### src/rtl/sad_sequencer.sv
// rtl/sad_sequencer.sv - multi-cycle SAD engine sharing one nBitAdder (optional macro SAD_SKIP_HI_EN)

// Ripple adder built from 2-bit slices (hence the even-width requirement), carry-in tied to 0.
module nBitAdder #(
    parameter int SIZE = 8
) (
    input  logic [SIZE-1:0] a,
    input  logic [SIZE-1:0] b,
    output logic [SIZE-1:0] sum,
    output logic            carry_out
);
    localparam int SLICES = SIZE / 2;

    logic [SLICES:0] carry;

    assign carry[0]  = 1'b0;
    assign carry_out = carry[SLICES];

    for (genvar i = 0; i < SLICES; i++) begin : g_slice
        logic [2:0] part;
        assign part = {1'b0, a[2*i+1:2*i]} + {1'b0, b[2*i+1:2*i]} + {2'b00, carry[i]};
        assign sum[2*i+1:2*i] = part[1:0];
        assign carry[i+1]     = part[2];
    end
endmodule

// Scheduler: every subtract, fix-up, and accumulate step is time-multiplexed onto one adder.
module sad_sequencer #(
    parameter int SIZE  = 8,
    parameter int COUNT = 4,
    parameter int CNT_W = 8
) (
    input  logic              clk,
    input  logic              rst,
    input  logic              start,
    input  logic              in_valid,
    output logic              in_ready,
    input  logic [SIZE-1:0]   a,
    input  logic [SIZE-1:0]   b,
    output logic              out_valid,
    input  logic              out_ready,
    output logic [2*SIZE-1:0] sad,
    output logic              busy
);
    typedef enum logic [2:0] {
        IDLE,
        WAIT_PAIR,
        SUB,
        FIX,
        ACC_LO,
        ACC_HI,
        DONE
    } state_t;

    state_t            state;
    logic [2*SIZE-1:0] acc;
    logic [CNT_W-1:0]  count;
    logic [SIZE-1:0]   ra;
    logic [SIZE-1:0]   rb;
    logic [SIZE-1:0]   t;
    logic [SIZE-1:0]   d;
    logic              gt;
    logic              c;

    logic [SIZE-1:0]   add_a;
    logic [SIZE-1:0]   add_b;
    logic [SIZE-1:0]   add_sum;
    logic              add_carry;

    logic [CNT_W-1:0]  count_next;
    logic              last_pair;

    assign count_next = count + {{(CNT_W-1){1'b0}}, 1'b1};
    assign last_pair  = (count_next == CNT_W'(COUNT));
    assign sad        = acc;

    nBitAdder #(.SIZE(SIZE)) u_adder (
        .a         (add_a),
        .b         (add_b),
        .sum       (add_sum),
        .carry_out (add_carry)
    );

    // Adder operand mux, selected by the current state; idle states feed zeros.
    always_comb begin
        add_a = '0;
        add_b = '0;
        case (state)
            SUB: begin
                add_a = ra;
                add_b = ~rb;
            end
            FIX: begin
                // gt is always 1 here, so this is the +1 that turns A-B-1 into A-B.
                add_a = t;
                add_b = {{(SIZE-1){1'b0}}, gt};
            end
            ACC_LO: begin
                add_a = acc[SIZE-1:0];
                add_b = d;
            end
            ACC_HI: begin
                add_a = acc[2*SIZE-1:SIZE];
                add_b = {{(SIZE-1){1'b0}}, c};
            end
            default: begin
                add_a = '0;
                add_b = '0;
            end
        endcase
    end

    // Control FSM with registered handshake and busy flags.
    always_ff @(posedge clk) begin
        if (rst) begin
            state     <= IDLE;
            acc       <= '0;
            count     <= '0;
            ra        <= '0;
            rb        <= '0;
            t         <= '0;
            d         <= '0;
            gt        <= 1'b0;
            c         <= 1'b0;
            in_ready  <= 1'b0;
            out_valid <= 1'b0;
            busy      <= 1'b0;
        end else begin
            case (state)
                IDLE: begin
                    if (start) begin
                        acc      <= '0;
                        count    <= '0;
                        state    <= WAIT_PAIR;
                        in_ready <= 1'b1;
                        busy     <= 1'b1;
                    end
                end
                WAIT_PAIR: begin
                    if (in_valid && in_ready) begin
                        ra       <= a;
                        rb       <= b;
                        state    <= SUB;
                        in_ready <= 1'b0;
                    end
                end
                SUB: begin
                    t  <= add_sum;
                    gt <= add_carry;
                    if (add_carry) begin
                        state <= FIX;
                    end else begin
                        d     <= ~add_sum;
                        state <= ACC_LO;
                    end
                end
                FIX: begin
                    d     <= add_sum;
                    state <= ACC_LO;
                end
                ACC_LO: begin
                    acc[SIZE-1:0] <= add_sum;
                    c             <= add_carry;
`ifdef SAD_SKIP_HI_EN
                    if (!add_carry) begin
                        count <= count_next;
                        if (last_pair) begin
                            state     <= DONE;
                            out_valid <= 1'b1;
                        end else begin
                            state    <= WAIT_PAIR;
                            in_ready <= 1'b1;
                        end
                    end else begin
                        state <= ACC_HI;
                    end
`else
                    state <= ACC_HI;
`endif
                end
                ACC_HI: begin
                    acc[2*SIZE-1:SIZE] <= add_sum;
                    count              <= count_next;
                    if (last_pair) begin
                        state     <= DONE;
                        out_valid <= 1'b1;
                    end else begin
                        state    <= WAIT_PAIR;
                        in_ready <= 1'b1;
                    end
                end
                DONE: begin
                    if (out_ready) begin
                        state     <= IDLE;
                        out_valid <= 1'b0;
                        busy      <= 1'b0;
                    end
                end
                default: begin
                    state     <= IDLE;
                    in_ready  <= 1'b0;
                    out_valid <= 1'b0;
                    busy      <= 1'b0;
                end
            endcase
        end
    end
endmodule

### config.mk
export PLATFORM = sky130hd
export DESIGN_NAME = sad_sequencer
export DESIGN_NICKNAME = d
export VERILOG_FILES = /design/src/rtl/sad_sequencer.sv
export SDC_FILE = /design/constraint.sdc
export NUM_CORES = 1
export LEC_CHECK = 0
export CORE_MARGIN = 8
export CORE_UTILIZATION = 59
export DETAILED_ROUTE_END_ITERATION = 8
export GPL_TIMING_DRIVEN = 0
export PLACE_DENSITY = 0.88
export SETUP_SLACK_MARGIN = 0.3
export SYNTH_ARGS = -nofsm -noshare
export SYNTH_HDL_FRONTEND = slang
export SYNTH_SLANG_ARGS = --single-unit
### constraint.sdc
create_clock -name clk -period 9.15 [get_ports clk]
set_input_delay 1.83 -clock clk [delete_from_list [all_inputs] [get_ports clk]]
set_output_delay 1.83 -clock clk [all_outputs]
set_load 0.01 [all_outputs]
# Word level (Yosys, flattened, before mapping)

Cells that the tools add are included.

Input bits: 21
Bits in registers: 64
Word-level logic and storage cells: 78
Output and inout port bits: 19

Add/subtract/negate cells: 8
Reductions and logical operators: 16
Equality and inequality tests: 13
Mux-type cells: 23
Bitwise logic cells: 5

Operators by type and width:

| cell                  | number |
|---|---|
| $pmux W8 S2           | 4 |
| $pmux W8 S4           | 2 |
| $pmux W3 S7           | 1 |
| $mux W16              | 1 |
| $mux W8               | 2 |
| $not A8 Y8            | 2 |
| $mux W3               | 5 |
| $add A2 B2 Y3         | 4 |
| $ne A2 B2 Y1 const B  | 6 |
| $reduce_or A5 Y1      | 2 |
| $add A3 B1 Y3         | 3 |
| $eq A3 B3 Y1 const B  | 3 |
| $reduce_and A3 Y1     | 3 |
| $add A8 B1 Y8 const B | 1 |
| $eq A8 B3 Y1 const B  | 1 |
| $reduce_and A2 Y1     | 4 |
| $eq A3 B2 Y1 const B  | 2 |
| $pmux W1 S3           | 2 |
| $reduce_bool A2 Y1    | 3 |
| $mux W1               | 5 |
| $pmux W1 S4           | 1 |
| $reduce_and A4 Y1     | 1 |
| $reduce_or A4 Y1      | 1 |
| $eq A3 B1 Y1 const B  | 1 |
| 3 further kinds       | 5 |

# Depth between registers and ports, before layout

Word-level depth: 9
Mapped depth: 19
Gate-level depth less buffers: 16

# By module

Synthesis repeated with hierarchy kept, for this count alone.

Cell total of the unflattened synthesis: 374
Area total of the unflattened synthesis: 3166.8 um^2

Modules (own cells, without submodules):

| module        | cells an instance | times used | seq. area each (um^2) | area each (um^2) |
|---|---|---|---|---|
| sad_sequencer | 361               | 1          | 1281.2                | 2995.4 |
| nBitAdder     | 13                | 1          | 0.0                   | 171.4 |

# Least setup slack after synthesis

OpenSTA, ideal clock, no wires.

Path kind: flip-flop to flip-flop
From: register state[2]
To: register state[0]
Path slack: 3978 ps
Buffers on the path: 3
Library setup time: 122 ps
Clock period less this slack: 5172 ps
Cell stages (with the launch flop): 20
Arrival time: 5051 ps
Required time: 9028 ps
Cell sequence: dfxtp_1 > nand2b_1 > buf_2 > or2_2 > clkbuf_1 > o21ai_0 > a221o_1 > ha_1 > fa_1 > fa_1 > fa_1 > fa_1 > fa_1 > fa_1 > fa_1 > nor2b_1 > clkbuf_1 > a22oi_1 > o21ai_0 > o311a_1

Word-level cells in the longest chain between the ends: 8
Elaborated cells on any way between the ends: 22
Classes of those cells: add/sub: 7; eq/ne: 9; mux: 4; reduce/logical: 2

RTL lines:

| what                                                | RTL line | source |
|---|---|---|
| start, declared                                     | 55       | `state_t state;` |
| start signal, assigned                              | 116      | `state <= IDLE;` |
| start signal, assigned                              | 134      | `state <= WAIT_PAIR;` |
| start signal, assigned                              | 143      | `state <= SUB;` |
| $eq A3 B3 Y1 / $eq A3 B2 Y1 (equally long branches) | 88       | `case (state)` |
| $pmux W8 S4                                         | 88       |  |
| $add A2 B2 Y3                                       | 21       | `assign part = {1'b0, a[2*i+1:2*i]} + {1'b0, b[2*i+1:2*i]} + {2'b00, carry[i]};` |
| $add A3 B1 Y3 (2 in series)                         | 21       |  |
| $add A3 B1 Y3 (*)                                   | 21       |  |
| net add_carry                                       | 68       | `logic add_carry;` |
| $mux W3 (*)                                         | 150      | `if (add_carry) begin` |
| $pmux W3 S7 (*)                                     | 129      | `case (state)` |

The timed path passes the listed nets; every way through them passes the cells marked *.
A chain may end at the register's enable or synchronous reset.

# Worst setup path in the final report

From: register state[2]
To: register d[7]

Elaborated cells on any way between the ends: 19
Classes of those cells: add/sub: 7; eq/ne: 5; mux: 4; bitwise: 1; reduce/logical: 2

RTL lines:

| what                                                | RTL line | source |
|---|---|---|
| $eq A3 B3 Y1 / $eq A3 B2 Y1 (equally long branches) | 88       |  |
| $pmux W8 S4                                         | 88       |  |
| $add A2 B2 Y3                                       | 21       |  |
| $add A3 B1 Y3 (2 in series)                         | 21       |  |
| $add A3 B1 Y3 (*)                                   | 21       |  |
| net add_carry                                       | 68       |  |
| $ne A2 B2 Y1 (no line) (*)                          | --       |  |
| $reduce_and A2 Y1 (no line) (*)                     | --       |  |
| end signal, assigned                                | 153      | `d <= ~add_sum;` |
| end signal, assigned                                | 158      | `d <= add_sum;` |
| end, declared                                       | 61       | `logic [SIZE-1:0] d;` |

The timed path passes the listed nets; every way through them passes the cells marked *. The select of a mux whose other input is x is not followed.

==> metrics.md <==
| Metric | Value |
|---|---|
| CP endpoint | d[7]$_SDFFE_PP0P_ |
| # hold bufs at CTS | 0 |
| Ant diodes | 0 |
| Comb power frac | 11.0% |
| Layout cells sized above 1 | 5.800% |
| # fillers | roughly 420 |
| Yosys top cell area share | a little over two fifths |
| Final Critical Period | around 6000 ps |
| Worst R2R End | d[7]$_SDFFE_PP0P_ |
| 1st-iter DRT viols | 300 |
| Switching part of the total | between 20% and 30% |
| Post-CTS setup buffer count | 0 |
| Reg2reg setup slack | 3110 ps |
| Distinct cells, synth | between 40 and 50 |
| Power, Total | around 0.00063 W |
| Synth top cells by count | nand2_1 (80), dfxtp_1 (64), a21oi_1 (40), a22oi_1 (35), nor2_1 (29) |
| Critical Path AT | 6250 ps |
| Routed wire length | 7961 um |
| Worst Max-Slew Pin Slew | approximately 850 ps |
| Area grow syn2layout | 22.42% |
| Final net count | ~460 |
| Yosys top cell by area | dfxtp_1 |
| Hold Crit Class | flop to flop |
| Share of power burned in registers | 46.4% |
| GPL Wtd Cong | between 0.9 and 1 |
| WL per Instance | between 15 and 20 um |
| Max_cap viols | 0 |
| FF-to-FF Start | state[2]$_SDFFE_PP0P_ |
| PD cells | about 170 nW/um^2 |
| CTS tree | built |
| Static Leak | 1.338 nW |
| Vias in the first global route | approximately 2700 |
| CTS clk-pin slew, worst paths | 70 ps |
| Max VDD drop | between 0.0001 and 0.00015 V |
| Starting Density | 60.60% |
| H-tree depth | 3 |
| Async SR Flop Fraction | 0% |
| Final hold viol count | 0 |
| Sequential area share after synthesis | a little over two fifths |
| Slew headroom | roughly 43% |
| Worst Path Required | between 9000 and 10000 ps |
| CP endpoint kind | flop |
| PortBufs | 38 |
| Clock Skew | a little under 9 ps |
| Residual DRC count | 0 |
| Syn avg cell area | between 8 and 9 sq um |
| Clk buf depth | 2 |
| Sum Neg Setup Slack | 0 ps |
| Synth top area cells | dfxtp_1 (42%), nand2_1 (9.8%), a22oi_1 (8.5%), a21oi_1 (6.5%), fa_1 (4.6%) |
| Pins over their slew limit | 0 |
| Die W | a little under 90 um |
| Critical Path Source | state[2]$_SDFFE_PP0P_ |
| Clock sink total | 64 |
| Die Y | between 80 and 90 um |
| Post-Syn Area | roughly 3100 sq um |
| Vias | a little under 3000 |
| Pre-antenna DRT Iters | 5 |
| Initial antenna violation count | 0 |
| Clock Latency Late Sink | approximately 340 ps |
| Warnings from Yosys | 0 |
| RSZ-0062 raised after global routing | false |
| Cells after Synth | around 380 |
| Main flop type after synthesis | dfxtp_1 |
| Final setup margin | about 3100 ps |
| Top-count cell post-synth | nand2_1 |
| Final Cycle Share | about 66% |
| Outcome | finished clean |
| Total CTS buffers | 9 |
| IO Pins | 40 |
| Total global-route track usage | 21.63% |
| Highest clock rate | about 170 MHz |
| Final HPWL DP | around 5800 um |
| CTS resizes | 0 |
| ANT nets after route | 0 |
| First-pass GRT wire length | 13200 um |
| Clock Power Share | a little over two fifths |
| Root buffer cell | clkbuf_8 |
| Switching power | 0.0001545 W |
| Row cnt | 26 |
| Internal power | roughly 0.00047 W |
| GRT overflow | 0 |
| Final setup viols | 0 |
| Core Region | 5075 sq um |
| Number of flops mapped to enable cells by yosys | 0 |
| Critical-path maximum fanout | 10 |
| Largest net degree at the start of global routing | 12 |
| Reg2reg path depth | 19 |
| Post-synthesis register bit count | 64 |
| Die area | ~7800 sq um |
| Via-per-instance ratio | 5.874 |
| Setup CP Type | flop to flop |
| Kind of start point of the critical path | flop |
| Syn nets | slightly above 400 |
| Pre-CTS worst setup slack | approximately 3200 ps |
## power by group through the flow
stage,registers (W),clock network [W],logic [W]
3_5_place_dp,0.000298,0,0.0000678
5_1_grt,0.000292,0.000285,0.0000761
3_3_place_gp,0.000297,0,0.0000662
4_1_cts,0.000291,0.000268,0.0000682
6_report,0.000292,0.000268,0.0000690
2_1_floorplan,0.000296,0,0.0000436
## state kept, by name, indices dropped and copies added (netlist names)
name,cells
t,8
gt,1
ra,8
sad,16
busy,1
in_ready,1
state,3
count,8
out_valid,1
c,1
rb,8
d,8
## kinds of logic (layout without fill, tap and decap cells)
group,count (synthesis),count (layout),share of synthesized area [%]
compound gates,119,119,24.45
xor+xnor,11,11,3.133
fa+ha+maj,10,10,5.777
buf+inv,31,85,4.231
flops,64,64,41.66
mux,2,2,0.6510
simple gates,140,140,20.10
## cell usage in the layout (no fill, tap or decap), types with 2 or more instances in the layout
master	count
xnor2_1	10
a22oi_1	35
a211o_1	2
clkbuf_8	10
o21a_1	2
clkbuf_1	23
o211ai_1	2
nand3_1	4
or3_1	2
nand2_1	80
a21o_1	2
clkinvlp_4	2
dfxtp_1	64
bufinv_16	2
mux2i_1	2
a21oi_1	40
clkdlybuf4s50_1	38
o21ai_0	23
nand3b_1	3
nand2b_1	3
buf_2	5
nor2_1	29
inv_1	3
nand4_1	2
ha_1	3
and3_1	2
fa_1	7
o41ai_1	2
nor2b_1	4
## worst min path at each step
stage | startpoint | to | slack (ps) | depth (start not counted)
6_report | t[4]$_SDFFE_PP0N_ | t[4]$_SDFFE_PP0N_ | 460 | 2
5_1_grt | t[4]$_SDFFE_PP0N_ | t[4]$_SDFFE_PP0N_ | 470 | 2
4_1_cts | t[4]$_SDFFE_PP0N_ | t[4]$_SDFFE_PP0N_ | 460 | 2
3_5_place_dp | t[4]$_SDFFE_PP0N_ | t[4]$_SDFFE_PP0N_ | 450 | 2
3_3_place_gp | out_valid$_SDFFE_PP0P_ | out_valid$_SDFFE_PP0P_ | 430 | 2
2_1_floorplan | rb[0]$_SDFFE_PP0P_ | rb[0]$_SDFFE_PP0P_ | 430 | 2
## cell type report
class | instances | area (sq um) | area share, %
multi-input cells | 282 | 1664 | 44.20
flip-flops and latches | 64 | 1281 | 34.03
repair buffers | 38 | 380.4 | 10.10
clock buffers | 11 | 141.4 | 3.755
plain buffers | 28 | 118.9 | 3.157
well taps | 70 | 87.58 | 2.326
clock inverters | 5 | 80.08 | 2.127
inverters | 3 | 11.26 | 0.2991
## per-layer routing
| layer | wire [um] | vias up | part of all wire [%] | GRT usage (%) |
|---|---|---|---|---|
| met4 | 149 | 0 | 1.9 | 9.831 |
| met5 | 0 | - | 0 | 0 |
| met2 | 3700 | 128 | 46 | 33.81 |
| met1 | 3567 | 1375 | 45 | 27.94 |
| li1 | - | 1424 | - | - |
| met3 | 543 | 16 | 6.8 | 4.315 |
## critical path, cell delays in order, from the launching register on
cell      delay (ps)
dfxtp_1          450
nand2b_1         140
buf_2            190
or2_2            140
clkbuf_1         270
o21ai_0          170
a221o_1          280
ha_1             210
fa_1             390
fa_1             410
fa_1             420
fa_1             400
fa_1             420
fa_1             400
fa_1             480
nor2b_1          170
clkbuf_1         220
nor2_1           470
mux2i_1          250
nor2_1            50
## stage by stage
step / hold slack, ps / utilization [%] / std cells / instance area (sq um)
after floorplan: 433.2 / - / 377 / 3075
after global placement: 434.2 / 69.82 / 485 / 3543
after detailed placement: 447.2 / 69.82 / 485 / 3543
after CTS: 456.4 / 74.19 / 501 / 3765
after global routing: 471.4 / 74.19 / 501 / 3765
final: 456.0 / 74.19 / 501 / 3765
No activity file was read; power rests on OpenSTA's default activity.
